--- config.mk ---
export PLATFORM = sky130hd
export DESIGN_NAME = truth_table_scanner_flat
export DESIGN_NICKNAME = d
export VERILOG_FILES = /design/src/rtl/truth_table_scanner_if.sv /design/src/rtl/truth_table_scanner.sv /design/src/flat_wrapper.sv
export SDC_FILE = /design/constraint.sdc
export NUM_CORES = 1
export LEC_CHECK = 0
export ABC_AREA = 1
export BUFFER_PORTS_ARGS = -buffer_cell sky130_fd_sc_hd__buf_2
export CAP_MARGIN = 20
export CORE_MARGIN = 2
export CORE_UTILIZATION = 40
export DETAILED_ROUTE_END_ITERATION = 8
export GPL_TIMING_DRIVEN = 0
export SETUP_SLACK_MARGIN = 0.1
export SLEW_MARGIN = 20
export SYNTH_ARGS = -nofsm -noshare
export SYNTH_HDL_FRONTEND = slang
export SYNTH_SLANG_ARGS = --single-unit
--- constraint.sdc ---
create_clock -name clk -period 2.8 [get_ports clk]
set_input_delay 0.28 -clock clk [delete_from_list [all_inputs] [get_ports clk]]
set_output_delay 0.28 -clock clk [all_outputs]
set_load 0.01 [all_outputs]
--- src/rtl/truth_table_scanner_if.sv ---
// truth_table_scanner_if: stimulus/capture bundle between scanner and the block under scan; TT_EXPECT_CHECK_EN adds mismatch signals
interface truth_table_scanner_if;
  logic start;
  logic x;
  logic a;
  logic b;
  logic c;
  logic d;
  logic busy;
  logic done;
  logic table_valid;
  logic [15:0] table_out;
`ifdef TT_EXPECT_CHECK_EN
  logic mismatch;
  logic [15:0] mismatch_mask;
  modport master(output start, x, input a, b, c, d, busy, done, table_valid, table_out, mismatch, mismatch_mask);
  modport slave(input start, x, output a, b, c, d, busy, done, table_valid, table_out, mismatch, mismatch_mask);
`else
  modport master(output start, x, input a, b, c, d, busy, done, table_valid, table_out);
  modport slave(input start, x, output a, b, c, d, busy, done, table_valid, table_out);
`endif
endinterface

--- src/rtl/truth_table_scanner.sv ---
// truth_table_scanner: walks a..d through codes 0..15, samples x after SETTLE cycles per code into a 16-bit table; TT_EXPECT_CHECK_EN adds golden-table mismatch outputs
module truth_table_scanner #(
  parameter int SETTLE = 4,
  parameter logic [15:0] EXPECTED = 16'h0000
) (
  input logic clk,
  input logic rst,
  truth_table_scanner_if.slave bus
);
  typedef enum logic [1:0] {S_IDLE, S_SETTLE, S_DONE} state_t;
  state_t state, state_n;
  logic [3:0] idx, idx_n;
  logic [7:0] cnt, cnt_n;
  logic [15:0] tbl, tbl_n;
  logic tv, tv_n;
  logic busy_q, done_q;
  logic last;
  logic accept;
  assign last = cnt == 8'(SETTLE - 1);
  assign accept = state == S_IDLE && bus.start;
  assign {bus.a, bus.b, bus.c, bus.d} = idx;
  assign bus.busy = busy_q;
  assign bus.done = done_q;
  assign bus.table_valid = tv;
  assign bus.table_out = tbl;
  // next-state: settle counting, sampling on the last settle cycle, code advance
  always_comb begin
    state_n = state;
    idx_n = idx;
    cnt_n = cnt;
    tbl_n = tbl;
    tv_n = tv;
    case (state)
      S_IDLE: if (bus.start) begin
        idx_n = 4'd0;
        cnt_n = 8'd0;
        tv_n = 1'b0;
        tbl_n = 16'h0000;
        state_n = S_SETTLE;
      end
      S_SETTLE: if (!last) cnt_n = cnt + 8'd1;
      else begin
        tbl_n[idx] = bus.x;
        if (idx == 4'd15) state_n = S_DONE;
        else begin
          idx_n = idx + 4'd1;
          cnt_n = 8'd0;
        end
      end
      S_DONE: begin
        tv_n = 1'b1;
        idx_n = 4'd0;
        state_n = S_IDLE;
      end
      default: state_n = S_IDLE;
    endcase
  end
  // state and registered outputs; busy/done follow the state being entered
  always_ff @(posedge clk) begin
    if (rst) begin
      state <= S_IDLE;
      idx <= 4'd0;
      cnt <= 8'd0;
      tbl <= 16'h0000;
      tv <= 1'b0;
      busy_q <= 1'b0;
      done_q <= 1'b0;
    end else begin
      state <= state_n;
      idx <= idx_n;
      cnt <= cnt_n;
      tbl <= tbl_n;
      tv <= tv_n;
      busy_q <= state_n == S_SETTLE;
      done_q <= state_n == S_DONE;
    end
  end
`ifdef TT_EXPECT_CHECK_EN
  logic mm;
  logic [15:0] mmask;
  assign bus.mismatch = mm;
  assign bus.mismatch_mask = mmask;
  // compare the finished table against the golden one as the scan retires
  always_ff @(posedge clk) begin
    if (rst || accept) begin
      mm <= 1'b0;
      mmask <= 16'h0000;
    end else if (state == S_DONE) begin
      mm <= |(tbl ^ EXPECTED);
      mmask <= tbl ^ EXPECTED;
    end
  end
`else
  logic unused_expected;
  logic unused_accept;
  assign unused_expected = ^EXPECTED;
  assign unused_accept = accept;
`endif
endmodule

--- src/flat_wrapper.sv ---
// flat-port wrapper written by rule: the top's interface ports become plain ports
module truth_table_scanner_flat 
#(
  parameter int SETTLE = 4,
  parameter logic [15:0] EXPECTED = 16'h0000
)
  (clk, rst, bus_start, bus_x, bus_a, bus_b, bus_c, bus_d, bus_busy, bus_done, bus_table_valid, bus_table_out);
  truth_table_scanner_if bus_i ();
  input logic clk;
  input logic rst;
  input wire logic [$bits(bus_i.start)-1:0] bus_start;
  input wire logic [$bits(bus_i.x)-1:0] bus_x;
  output wire logic [$bits(bus_i.a)-1:0] bus_a;
  output wire logic [$bits(bus_i.b)-1:0] bus_b;
  output wire logic [$bits(bus_i.c)-1:0] bus_c;
  output wire logic [$bits(bus_i.d)-1:0] bus_d;
  output wire logic [$bits(bus_i.busy)-1:0] bus_busy;
  output wire logic [$bits(bus_i.done)-1:0] bus_done;
  output wire logic [$bits(bus_i.table_valid)-1:0] bus_table_valid;
  output wire logic [$bits(bus_i.table_out)-1:0] bus_table_out;
  assign bus_i.start = bus_start;
  assign bus_i.x = bus_x;
  assign bus_a = bus_i.a;
  assign bus_b = bus_i.b;
  assign bus_c = bus_i.c;
  assign bus_d = bus_i.d;
  assign bus_busy = bus_i.busy;
  assign bus_done = bus_i.done;
  assign bus_table_valid = bus_i.table_valid;
  assign bus_table_out = bus_i.table_out;
  truth_table_scanner #(.SETTLE(SETTLE), .EXPECTED(EXPECTED)) u_core (.clk(clk), .rst(rst), .bus(bus_i));
endmodule
## Yosys cells after proc, flatten, opt, wreduce, memory -nomap -nowiden

Index checks and enable logic that the tools add are counted.

- Register bits after elaboration: 33
- Logic and storage cells: 50
- Output and inout port bits: 23

- Equal/unequal tests: 10
- Add/subtract/negate cells: 2
- Mux-type cells: 20
- Reductions and logical operators: 9
- Magnitude comparators: 2

Operator list:

| cell | count |
|---|---|
| 2-to-1 mux 16 bit | 2 |
| case mux 16 bit (2 select lines) | 1 |
| 2-to-1 mux 8 bit | 3 |
| bitwise mux 16 bit | 1 |
| case mux 8 bit (2 select lines) | 1 |
| 2-to-1 mux 4 bit | 3 |
| case mux 4 bit (3 select lines) | 1 |
| adder 8 x 1 -> 8 bit (second input constant) | 1 |
| equality test 8 x 2 -> 1 bit (second input constant) | 1 |
| 2-to-1 mux 2 bit | 3 |
| AND reduction 3 bit | 2 |
| < comparator 4 x 5 -> 1 bit (second input constant) | 1 |
| adder 4 x 1 -> 4 bit (second input constant) | 1 |
| demux 1 bit (select 4 bit) | 1 |
| equality test 2 x 1 -> 1 bit (second input constant) | 2 |
| equality test 2 bit (second input constant) | 2 |
| equality test 4 bit (second input constant) | 1 |
| >= comparator 4 x 1 -> 1 bit (second input constant) | 1 |
| inequality test 2 bit (second input constant) | 2 |
| case mux 2 bit (2 select lines) | 1 |
| AND reduction 4 bit | 1 |
| nonzero test 2 bit | 2 |
| inequality test 3 bit (second input constant) | 1 |
| nonzero test 3 bit | 1 |
| 6 further kinds | 7 |

## Logic depth before layout (Yosys ltp)

- Depth after elaboration: 7
- Gate-level depth with buffers: 11
- Mapped depth without buffers: 11

## Worst setup path after synthesis

OpenSTA, ideal clock, no wires.

- Path kind: reg2reg
- From: register u_core.idx[1]
- To: register u_core.cnt[1]
- Setup slack: 1.336 ns
- Setup time: 0.128 ns
- Arrival time: 1.337 ns
- Cell stages (with the launch flop): 11
- Data required time: 2.672 ns
- Period minus slack after synthesis: 1.464 ns
- Path buffers: 0
- Path through: dfxtp_1 -> ha_1 -> nand2_1 -> inv_1 -> nand2_2 -> nand2_2 -> nand2_2 -> inv_1 -> nand2_1 -> o21ai_1 -> nor2_1

- Word-level cells in the longest chain between the ends: 3

Ends and longest elaborated chain:

| what | RTL line | source |
|---|---|---|
| start, declared | truth_table_scanner.sv:12 | `logic [3:0] idx, idx_n;` |
| start signal, assigned | truth_table_scanner.sv:70 | `idx <= idx_n;` |
| equality test 4 bit | truth_table_scanner.sv:44 | `if (idx == 4'd15) state_n = S_DONE;` |
| inequality test 3 bit (no line) | n/a |  |
| AND reduction 3 bit (no line) | n/a |  |
| end signal, assigned | truth_table_scanner.sv:71 | `cnt <= cnt_n;` |
| end, declared | truth_table_scanner.sv:13 | `logic [7:0] cnt, cnt_n;` |

No other way between the ends.
A chain may end at the register's enable or synchronous reset.

## Worst setup path after layout

- From: register u_core.idx[0]
- To: register u_core.cnt[1]

The elaborated chain is that of the path after synthesis.

==> results.md <==
- Post-detail-place hpwl: 2992 um
- Pin slew with the least headroom to its limit: 0.5433 ns
- 1st-iter DRT viols: 98
- Largest net degree at the start of global routing: 11
- Initial antenna violation count: 0
- Dpl cells: 346
- Crit Path Category: reg2reg
- Congestion Overflow GR: 0
- Leakage: 0.001067 uW
- Die Ht: 71.09 um
- Mean area per synthesized cell: 6.693 um^2
- Critical Path RT: 2.96 ns
- Drt drc: 0
- Status: finished clean
- Worst-path clk slew: 0.07 ns
- Layout Cells excl Fill: 354
- FF-to-FF End: u_core.cnt[1]
- Total power: 1106 uW
- Worst hold start: rst
- Critical R2R Launch: u_core.idx[0]
- Max-Cap Viols: 0
- Cell count after synthesis: 269
- Chip Width: 71.09 um
- Io pins: 27
- WP data arrival: 1.84 ns
- Final worst path period share: 0.5996
- Core area: 4354 um^2
- DRT Pass-1 Iters: 4
- Setup violations, final: 0
- Slew headroom: 0.6378
- Synthesized area: 1800 um^2
- Critical path endpoint category: flop
- Root Driver: clkbuf_8
- Crit Path Max Fanout: 7
- Initial Utilization: 0.4135
- Post CTS Setup Buffer Count: 0
- GRT Total Usage: 0.1779
- Vias/cell: 4.845
- Fraction of the yosys area taken by sequential cells: 0.3669
- Vias in the first global route: 1,596
- Htree depth: 2
- Hold_ws: 0.4135 ns
- Count of cell types in the netlist: 24
- Routability cong.: 0.8054
- Net count after synthesis: 278
- PwrDens: 524.8 nW/um^2
- RSZ-0062 raised after global routing: no
- YS warnings: 0
- Routed wire length: 4154 um
- Crit path time final: 1.679 ns
- Worst Clk Skew: 0.005328 ns
- Synthesized flop and latch total: 33
- Row count: 24
- Worst vdd ir: 0.3132 mV
- Num CTS Buffers: 5
- I/O Buffers: 25
- Post-CTS resize count: 0
- TritonCTS clock tree: done
- Crit start category: flop
- Final Net Count: 310
- Fin Setup TNS: 0 ns
- Final Slew Violations: 0
- Fmax: 595.6 MHz
- Hold Vio Cnt, Final: 0
- Antenna diode count: 0
- CP startpoint: u_core.idx[0]
- Wire per inst: 11.73 um
- Post-CTS Hold Fix Bufs: 0
- Die ar.: 5054 um^2
- Min-Delay Endpoint: u_core.bus.table_valid
- Layout area overhead: 17.03%
- Worst min path class: in2reg
- Post-route antenna net violation count: 0
- Layout cells sized above 1: 0.1887
- Clk Latency, worst-skew pair: 0.28 ns
- Reg2Reg Setup Slack: 1.12 ns
- Routed via count: 1,715
- R2R depth: 10
- Clock Tree Buf Depth: 2
- Hold path depth: 2
- CTS Sinks: 33
- Global-route wire length before repair: 7086 um
cell usage in the layout (no fill, tap or decap), drive strengths merged:
cell type   n
a21oi      28
a22oi       1
buf        34
bufinv      1
clkbuf     10
dfxtp      33
ha          5
inv        36
nand2      90
nand3      37
nand4       5
nor2       14
nor3        2
o21ai       5
xor2        1
where the power goes:
group          switching (uW)  leakage, uW  internal [uW]
Sequential               6.49     0.000267            478
Combinational             103     0.000742           49.6
Clock                     178    0.0000585            290
Total                     288      0.00107            818
layout make-up:
type,instances,area (um^2)
Clock inverter,1,30.03
Clock buffer,7,86.33
Tap cell,52,65.06
Timing Repair Buffer,25,125.1
Sequential cell,33,660.6
Buffer,12,86.33
Inverter,36,135.1
Multi-Input combinational cell,188,918.4
Fill cell,462,2247
flip-flops by register name, summed over array words and instances, names as in the netlist:
name                    cells
u_core.bus.done             1
u_core.state                2
u_core.bus.table_out       16
u_core.idx                  4
u_core.cnt                  8
u_core.bus.busy             1
u_core.bus.table_valid      1
synth_stat cells:
cell type | instances | area, um^2
nand2_1 | 85 | 319.1
nand3_1 | 36 | 180.2
dfxtp_1 | 33 | 660.6
inv_1 | 31 | 116.4
a21oi_1 | 27 | 135.1
nor2_1 | 10 | 37.54
ha_1 | 5 | 62.56
inv_2 | 5 | 18.77
nand2_2 | 5 | 31.28
nand4_1 | 5 | 31.28
buf_6 | 4 | 45.04
buf_2 | 3 | 15.01
clkbuf_1 | 3 | 11.26
o21ai_0 | 3 | 15.01
buf_4 | 2 | 15.01
nor2_2 | 2 | 12.51
nor3_1 | 2 | 10.01
o21ai_1 | 2 | 10.01
a21oi_4 | 1 | 16.27
a22oi_1 | 1 | 7.510
nand3_2 | 1 | 10.01
nor2_4 | 1 | 11.26
nor2_8 | 1 | 20.02
xor2_1 | 1 | 8.760
metrics by stage:
step	util	cell area, um^2	worst slack, ns
after detailed placement	0.4572	1991	1.144
final	0.4839	2107	1.121
after global routing	0.4839	2107	0.8934
after CTS	0.4839	2107	1.122
after floorplan	-	1800	1.336
after global placement	0.4572	1991	1.142
critical path: stages, from the launching register on:
cell and delay (ns):
dfxtp_1 0.46, ha_1 0.29, nand2_1 0.09, inv_1 0.08, nand2_2 0.09, nand2_2 0.10, nand2_2 0.07, inv_1 0.09
nand2_1 0.09, o21ai_1 0.13, nor2_1 0.05
cells by family after synthesis:
group | synth area share
and+or+nand+nor | 0.3683
xor gates and xnor gates | 0.004865
buffers and inverters | 0.1230
DFF | 0.3669
AOI/OAI and AO/OA | 0.1022
adders and majority gates | 0.03475
worst max-delay path by stage:
stage                    endpoint  slack, ns
floorplan           u_core.cnt[1]       1.34
global placement    u_core.cnt[1]       1.14
detailed placement  u_core.idx[1]       1.14
CTS                 u_core.idx[1]       1.12
global route        u_core.idx[1]       0.89
finish              u_core.cnt[1]       1.12
per-layer routing:
metal | up-vias | GRT usage | routed length, um
li1 | 916 | - | -
met1 | 768 | 0.2253 | 2022
met2 | 27 | 0.2980 | 1915
met3 | 4 | 0.04416 | 164
met4 | 0 | 0.05660 | 52
met5 | - | 0 | 0
No activity file was read; power rests on OpenSTA's default activity.
